<file path="config.mk">
export PLATFORM = sky130hd
export DESIGN_NAME = tdc_sample_averager
export DESIGN_NICKNAME = d
export VERILOG_FILES = /design/src/rtl/tdc_sample_averager.sv
export SDC_FILE = /design/constraint.sdc
export NUM_CORES = 1
export LEC_CHECK = 0
export CAP_MARGIN = 20
export CORE_ASPECT_RATIO = 1.5
export CORE_MARGIN = 2
export CORE_UTILIZATION = 50
export DETAILED_ROUTE_END_ITERATION = 12
export PLACE_DENSITY_LB_ADDON = 0.1
export SETUP_SLACK_MARGIN = 0.5
export SLEW_MARGIN = 25
export SYNTH_ARGS = -nofsm -noshare
export SYNTH_HDL_FRONTEND = slang
export SYNTH_SLANG_ARGS = --single-unit
</file>
<file path="constraint.sdc">
create_clock -name clk -period 5 [get_ports clk]
set_input_delay 0.5 -clock clk [delete_from_list [all_inputs] [get_ports clk]]
set_output_delay 0.5 -clock clk [all_outputs]
set_load 0.03 [all_outputs]
</file>
<file path="src/rtl/tdc_sample_averager.sv">
// tdc_sample_averager: accumulates 2^log2n TDC codes and presents their
// truncated mean with a valid/ready handshake. Optional per-run min/max
// tracking is compiled in only when TDC_AVG_MINMAX_EN is defined.
//
// state   | meaning
// --------+-----------------------------------------------------------
// S_IDLE  | waiting for start; incoming samples are ignored
// S_ACCUM | summing valid samples until N have been accepted
// S_DONE  | avg/avg_valid held until consumer handshake; samples dropped
module tdc_sample_averager #(
    parameter int CODE_W    = 8,
    parameter int MAX_LOG2N = 7
) (
    input  logic              clk,
    input  logic              rst_n,      // active-high synchronous reset
    input  logic              start,
    input  logic [2:0]        log2n,
    input  logic [CODE_W-1:0] tdc_code,
    input  logic              tdc_valid,
    output logic [CODE_W-1:0] avg,
    output logic              avg_valid,
    input  logic              avg_ready,
    output logic              busy,
    output logic              overrun,
    output logic [CODE_W-1:0] min_code,
    output logic [CODE_W-1:0] max_code
);

    localparam int AW = CODE_W + MAX_LOG2N;
    localparam int CW = MAX_LOG2N + 1;
    localparam int SW = (MAX_LOG2N < 1) ? 1 : $clog2(MAX_LOG2N + 1);

    typedef enum logic [1:0] {
        S_IDLE  = 2'd0,
        S_ACCUM = 2'd1,
        S_DONE  = 2'd2
    } state_t;

    state_t            state_q, state_d;
    logic [AW-1:0]     acc_q, acc_d;
    logic [CW-1:0]     cnt_q, cnt_d;
    logic [SW-1:0]     shift_q, shift_d;
    logic [CODE_W-1:0] avg_q, avg_d;
    logic              overrun_q, overrun_d;

    logic [SW-1:0]     shift_sel;
    logic [AW-1:0]     acc_sum;
    logic              cnt_last;

    // Clamp the requested sample-count exponent to what the accumulator can hold.
    always_comb begin
        shift_sel = SW'(log2n);
        if (int'(log2n) > MAX_LOG2N) begin
            shift_sel = SW'(MAX_LOG2N);
        end
    end

    assign acc_sum  = acc_q + AW'(tdc_code);
    assign cnt_last = (cnt_q == ((CW'(1) << shift_q) - CW'(1)));

    // Next-state and datapath updates; every target defaults to hold.
    always_comb begin
        state_d   = state_q;
        acc_d     = acc_q;
        cnt_d     = cnt_q;
        shift_d   = shift_q;
        avg_d     = avg_q;
        overrun_d = overrun_q;
        case (state_q)
            S_IDLE: begin
                // A sample coinciding with start belongs to no run and is dropped.
                if (start) begin
                    shift_d   = shift_sel;
                    acc_d     = '0;
                    cnt_d     = '0;
                    overrun_d = 1'b0;
                    state_d   = S_ACCUM;
                end
            end
            S_ACCUM: begin
                if (tdc_valid) begin
                    acc_d = acc_sum;
                    cnt_d = cnt_q + CW'(1);
                    if (cnt_last) begin
                        avg_d   = CODE_W'(acc_sum >> shift_q);
                        state_d = S_DONE;
                    end
                end
            end
            S_DONE: begin
                if (tdc_valid) begin
                    overrun_d = 1'b1;
                end
                if (avg_ready) begin
                    state_d = S_IDLE;
                end
            end
            default: state_d = S_IDLE;
        endcase
    end

    // State and datapath registers with synchronous reset.
    always_ff @(posedge clk) begin
        if (rst_n) begin
            state_q   <= S_IDLE;
            acc_q     <= '0;
            cnt_q     <= '0;
            shift_q   <= '0;
            avg_q     <= '0;
            overrun_q <= 1'b0;
        end else begin
            state_q   <= state_d;
            acc_q     <= acc_d;
            cnt_q     <= cnt_d;
            shift_q   <= shift_d;
            avg_q     <= avg_d;
            overrun_q <= overrun_d;
        end
    end

    assign avg       = avg_q;
    assign avg_valid = (state_q == S_DONE);
    assign busy      = (state_q != S_IDLE);
    assign overrun   = overrun_q;

`ifdef TDC_AVG_MINMAX_EN
    logic [CODE_W-1:0] min_q, min_d, max_q, max_d;
    logic              mm_init, mm_sample;

    assign mm_init   = (state_q == S_IDLE) && start;
    assign mm_sample = (state_q == S_ACCUM) && tdc_valid;

    // Extremes seeded on start so the first sample always replaces both.
    always_comb begin
        min_d = min_q;
        max_d = max_q;
        if (mm_init) begin
            min_d = '1;
            max_d = '0;
        end else if (mm_sample) begin
            if (tdc_code < min_q) min_d = tdc_code;
            if (tdc_code > max_q) max_d = tdc_code;
        end
    end

    // Min/max registers with synchronous reset.
    always_ff @(posedge clk) begin
        if (rst_n) begin
            min_q <= '0;
            max_q <= '0;
        end else begin
            min_q <= min_d;
            max_q <= max_d;
        end
    end

    assign min_code = min_q;
    assign max_code = max_q;
`else
    assign min_code = '0;
    assign max_code = '0;
`endif

endmodule
</file>
Word level (Yosys, flattened, before mapping)
Cells that the tools add are included.

word-level totals
  register bits = 37
  output and inout port bits = 27
  logic and storage cells = 42

cells by class
  $add $sub $neg = 3
  muxes and demuxes = 14
  reductions and logical operators = 9
  shift-type cells = 2
  equality and inequality tests = 8

operators with widths
  operator                                          number
  2-to-1 mux 15 bit                                 2
  case mux 15 bit (2 select lines)                  1
  2-to-1 mux 8 bit                                  2
  case mux 8 bit (2 select lines)                   1
  adder 15 x 8 -> 15 bit                            1
  right shift 15 x 3 -> 8 bit                       1
  AND reduction 3 bit                               3
  adder 8 x 1 -> 8 bit, second input constant       1
  == test 8 bit                                     1
  2-to-1 mux 2 bit                                  4
  != test 2 bit, second input constant              4
  << shifter 1 x 3 -> 8 bit, first input constant   1
  subtractor 8 x 1 -> 8 bit, second input constant  1
  case mux 2 bit (3 select lines)                   1
  nonzero test 2 bit                                3
  AND reduction 4 bit                               1
  == test 2 x 1 -> 1 bit, second input constant     1
  == test 2 bit, second input constant              1
  logical NOT 2 bit                                 1
  2-to-1 mux 1 bit                                  2
  != test 2 x 1 -> 1 bit, second input constant     1
  case mux 1 bit (2 select lines)                   1
  AND reduction 2 bit                               1

Longest topological paths before layout
  word-level depth = 6
  depth in mapped cells = 12
  mapped depth without buffers = 10

Least setup slack after synthesis
Ideal clock, no wire load.

  path type = register to register
  from = register shift_q[1]
  to = register avg_q[6], in the netlist avg[6]
  path slack = 2.071 ns
  required time = 4.905 ns
  arrival time = 2.834 ns
  cell stages (with the launch flop) = 13
  cells stage by stage = dfxtp_1 -> buf_6 -> inv_1 -> clkbuf_1 -> nand3_1 -> ha_1 -> xor2_1 -> mux2_4 -> a2111o_1 -> nor4_4 -> o311a_2 -> o2111ai_1 -> o311ai_1

on the way
  word-level cells in the longest chain between the ends = 4
  elaborated cells between the ends (all ways) = 5
  those cells by class = add/sub: 1; eq/ne: 1; shift: 2; reduce/logical: 1

ends and longest elaborated chain
  item                           line  text
  from (decl)                    42    logic [SW-1:0] shift_q, shift_d;
  from (signal assigned)         115   shift_q <= shift_d;
  << shifter 1 x 3 -> 8 bit      59    assign cnt_last = (cnt_q == ((CW'(1) << shift_q) - CW'(1)));
  subtractor 8 x 1 -> 8 bit      59
  == test 8 bit                  59
  AND reduction 3 bit (no line)  n/a
  to (signal assigned)           116   avg_q <= avg_d;
  to (decl)                      43    logic [CODE_W-1:0] avg_q, avg_d;

Parallel ways exist; a longest one is shown, timed or not.
A chain may end at the register's enable or synchronous reset.

Worst setup path after layout
  from = register shift_q[2]
  to = register avg_q[6], in the netlist avg[6]

The elaborated chain is that of the path after synthesis.

==> out/qor_table.md <==
| Step | Metric | Value |
|:---|:---|:---|
| sta | RSZ-0062 raised after global routing | no |
| worst setup path | Ordered list of cells on the worst path | clkinv_4 -> nand3_1 -> ha_1 -> xor2_1 -> mux2_4 -> a2111o_1 -> nor4_4 -> o311a_2 -> o2111ai_1 -> o311ai_1 |
| worst setup path | Critical register-to-register path startpoint | shift_q[2] |
| clocking | Clock Path Buffers | 2 |
| logic synthesis | Top cells by area in the synthesized netlist | dfxtp_1 25%, nor2_1 5.1%, nand2_1 4.6%, a21oi_1 4.4%, ha_1 4.3% |
| die | Y dimension of the die | 97.7 µm |
| pwr | IR Drop Worst-Case VDD | 0.112 mV |
| worst setup path | Critical path data arrival time | 3.84 ns |
| logic synthesis | Prevailing post-synth register cell | dfxtp_1 |
| die | X dimension of the die | 66.5 µm |
| clocking | Post-CTS Resized | 0 |
| clocking | CTS tree | built |
| die | Initial Util | 50.9% |
| sta | Count of pins over their slew limit | 0 |
| worst setup path | Crit path kind | reg2reg |
| status | Status | finished clean |
| worst setup path | Critical path fanouts, max | 18 |
| clocking | Number of clock sinks | 37 |
| worst hold path | Startpoint of the most critical hold path | acc_q[7] |
| global route | Overall Global Routing Usage | 24.9% |
| placed design | Hpwl dp | 5630 µm |
| worst setup path | Worst Reg-to-Reg Cells | 10 |
| final layout | Leading cell type in the layout, fill and taps excluded | nor2_1 |
| run | Max capacitance violation total | 0 |
| sta | Final period utilization | 72.6% |
| clocking | Buffers inserted by post-CTS timing repair | 0 |
| logic synthesis | Mapped Cells | 376 |
| placed design | Dpl ws | 1.42 ns |
| worst setup path | RR Endpoint | avg[6] |
| clocking | Number of buffers added to fix hold violations after cts | 0 |
| global route | Global-route wire length before repair | 12600 µm |
| sta | Fmax achieved | 275 MHz |
| final layout | Number of nets in the finished design | 418 |
| logic synthesis | Top-area cell type share of the netlist area | 25.3% |
| global route | Pin count of the biggest net entering global routing | 32 |
| logic synthesis | Number of enable-type register cells in the synthesized netlist | 0 |
| worst hold path | End of the worst hold path | acc_q[7] |
| route | Violation count after the first detailed-routing iteration | 125 |
| final layout | Antenna diode instance count | 0 |
| logic synthesis | Synth area leader | dfxtp_1 |
| route | Number of nets still failing antenna checks after routing | 0 |
| worst setup path | Worst R2R Setup Slack | 1.37 ns |
| placed design | Placer's final routability congestion estimate | 0.854 |
| worst hold path | Worst hold path class | reg2reg |
| logic synthesis | FF+latch count, synth | 37 |
| worst setup path | Delay contributed by the slowest stage of the critical path | 0.77 ns |
| sta | Final Critical Period | 3.63 ns |
| placed design | Number of port buffers | 26 |
| sta | Finish-stage setup viols | 0 |
| worst setup path | Endpoint type of the worst setup path | flip-flop |
| worst hold path | Number of cells on the worst hold path | 2 |
| worst setup path | Kind of start point of the critical path | flip-flop |
| sta | Post-Route Hold Slack | 0.461 ns |
| final layout | FILL cells | 558 |
| final layout | Layout Area Growth over Synthesis | 8.47% |
| global route | Remaining global-route overflow | 0 |
| sta | Final hold violation count | 0 |
| logic synthesis | Number of library cell types mapped by synthesis | 74 |
| pwr | Areal power density over the cells | 237 nW/µm² |
| clocking | Cell at the root of the clock tree | clkbuf_8 |
| logic synthesis | Synth warnings | 0 |
| pwr | Post-route total power | 0.751 mW |
| global route | Number of global-route vias before repair | 2633 |
| route | Routed via count divided by cell count | 5.92 |
| die | Cell row count | 34 |
| worst setup path | WP data required | 5.21 ns |
| logic synthesis | Avg Synthesized Cell Area | 7.78 µm² |
| worst setup path | CP max stage cell | dfxtp_1 |
| clocking | TritonCTS Buffers | 5 |
| sta | Final setup skew | 0.0122 ns |
| sta | Worst-Margin Slew | 0.772 ns |
| route | Drc violations | 0 |
| die | Total Die Area | 6490 µm² |
| final layout | Layout cell share with drive strength beyond 1 | 6.38% |
| pwr | Leakage component of the power | 1.20 nW |
| route | Detailed Route WL | 7640 µm |
| logic synthesis | Cell area after synthesis | 2930 µm² |
| route | Vias after detailed routing | 2747 |
| route | Detailed-router iteration count before antenna repair | 4 |
| final layout | Most frequent cells in the layout | 40 x nor2_1, 37 x dfxtp_1, 36 x nand2_1 |
| clocking | # H-tree levels | 2 |
| sta | Post-route setup slack | 1.37 ns |
| route | Average detailed-routed wire length per instance | 16.5 µm |
| clocking | Clock transition at path regs | 0.08 ns |
| die | # IOs | 43 |
| logic synthesis | Sequential-to-total area share from yosys stat | 25.3% |
| global route | Antenna violations before repair | 0 |
| clocking | Insertion delay to the later sink of the worst-skew pair | 0.30 ns |
| sta | Worst-case headroom to the max-slew limit | 48.1% |
| die | Core area | 5740 µm² |
| logic synthesis | Fraction of registers with async set or reset after synthesis | 0% |
| sta | Final-layout setup total negative slack | 0 ns |
routing by layer:
metal	vias to the layer above	track usage, %	part of all wire [%]
met5	-	0	0
met4	0	9.42	2.3
met3	17	3.94	3.0
met2	60	45.0	53
met1	1301	28.3	42
li1	1369	-	-
worst max path at each step:
stage,start,endpoint,slack (ns),cells after the start
2_1_floorplan,shift_q[1],avg[6],2.07,12
3_3_place_gp,shift_q[2],avg[6],1.49,10
3_5_place_dp,shift_q[2],avg[6],1.42,10
4_1_cts,shift_q[2],avg[6],1.39,10
5_1_grt,shift_q[2],avg[6],1.12,10
6_report,shift_q[2],avg[6],1.37,10
synth_stat cells, drive strengths merged, types with 5 or more instances:
cell type and instances:
nor3 8, dfxtp 37, nand2 36, clkbuf 15, xor2 13, buf 22
o211ai 9, o21ai 21, nor2 40, xnor2 7, and3 8, a211oi 6
nand3 20, ha 10, nand4 5, inv 13, a21oi 27, a22oi 7
critical path, delay by kind of cell, from the launching register on:
family	cells	cell delay, ns
AO/OA/AOI/OAI	4	1.01
flip-flops	1	0.77
AND/OR/NAND/NOR	2	0.73
multiplexers	1	0.32
XOR/XNOR	1	0.26
adder cells (fa/ha/maj)	1	0.24
buffers and inverters	1	0.19
sequential cells by signal, indices dropped and copies added, names as in the netlist:
register,count
state_q,2
acc_q,15
cnt_q,8
avg,8
overrun,1
shift_q,3
metrics by stage:
| step | util (%) | cell area [µm²] | cells |
|---|---|---|---|
| finish | 55.3 | 3170 | 464 |
| global route | 55.3 | 3170 | 464 |
| CTS | 55.3 | 3170 | 464 |
| detailed placement | 53.8 | 3090 | 456 |
| global placement | 53.8 | 3090 | 456 |
| floorplan | - | 2980 | 391 |
power by group:
group / switching (mW) / total [mW] / internal (mW) / leakage [nW]
clock network: 0.113 / 0.210 / 0.0968 / 0.0450
registers: 0.00997 / 0.314 / 0.304 / 0.300
logic: 0.143 / 0.228 / 0.0850 / 0.853
total: 0.265 / 0.751 / 0.486 / 1.20
layout make-up:
class,instances,area (µm²),share of cell area [%]
clock buffers,6,72.6,2.29
multi-input cells,301,1900,60.0
clock inverters,2,10.0,0.315
inverters,16,65.1,2.05
repair buffers,30,290,9.15
well taps,72,90.1,2.84
flip-flops and latches,37,741,23.3
cells by family (layout without fill, tap and decap cells):
logic type      Yosys count  after routing  synth area share, %
mux                       4              4                 2.05
other cells               1             16                0.128
xor+xnor                 20             20                 6.24
simple gates            138            138                 23.1
buf+inv                  53             54                 11.5
compound gates          112            112                 26.7
fa+ha+maj                11             11                 4.96
flops                    37             37                 25.3
Note: power is estimated with default switching activity, not from simulation.
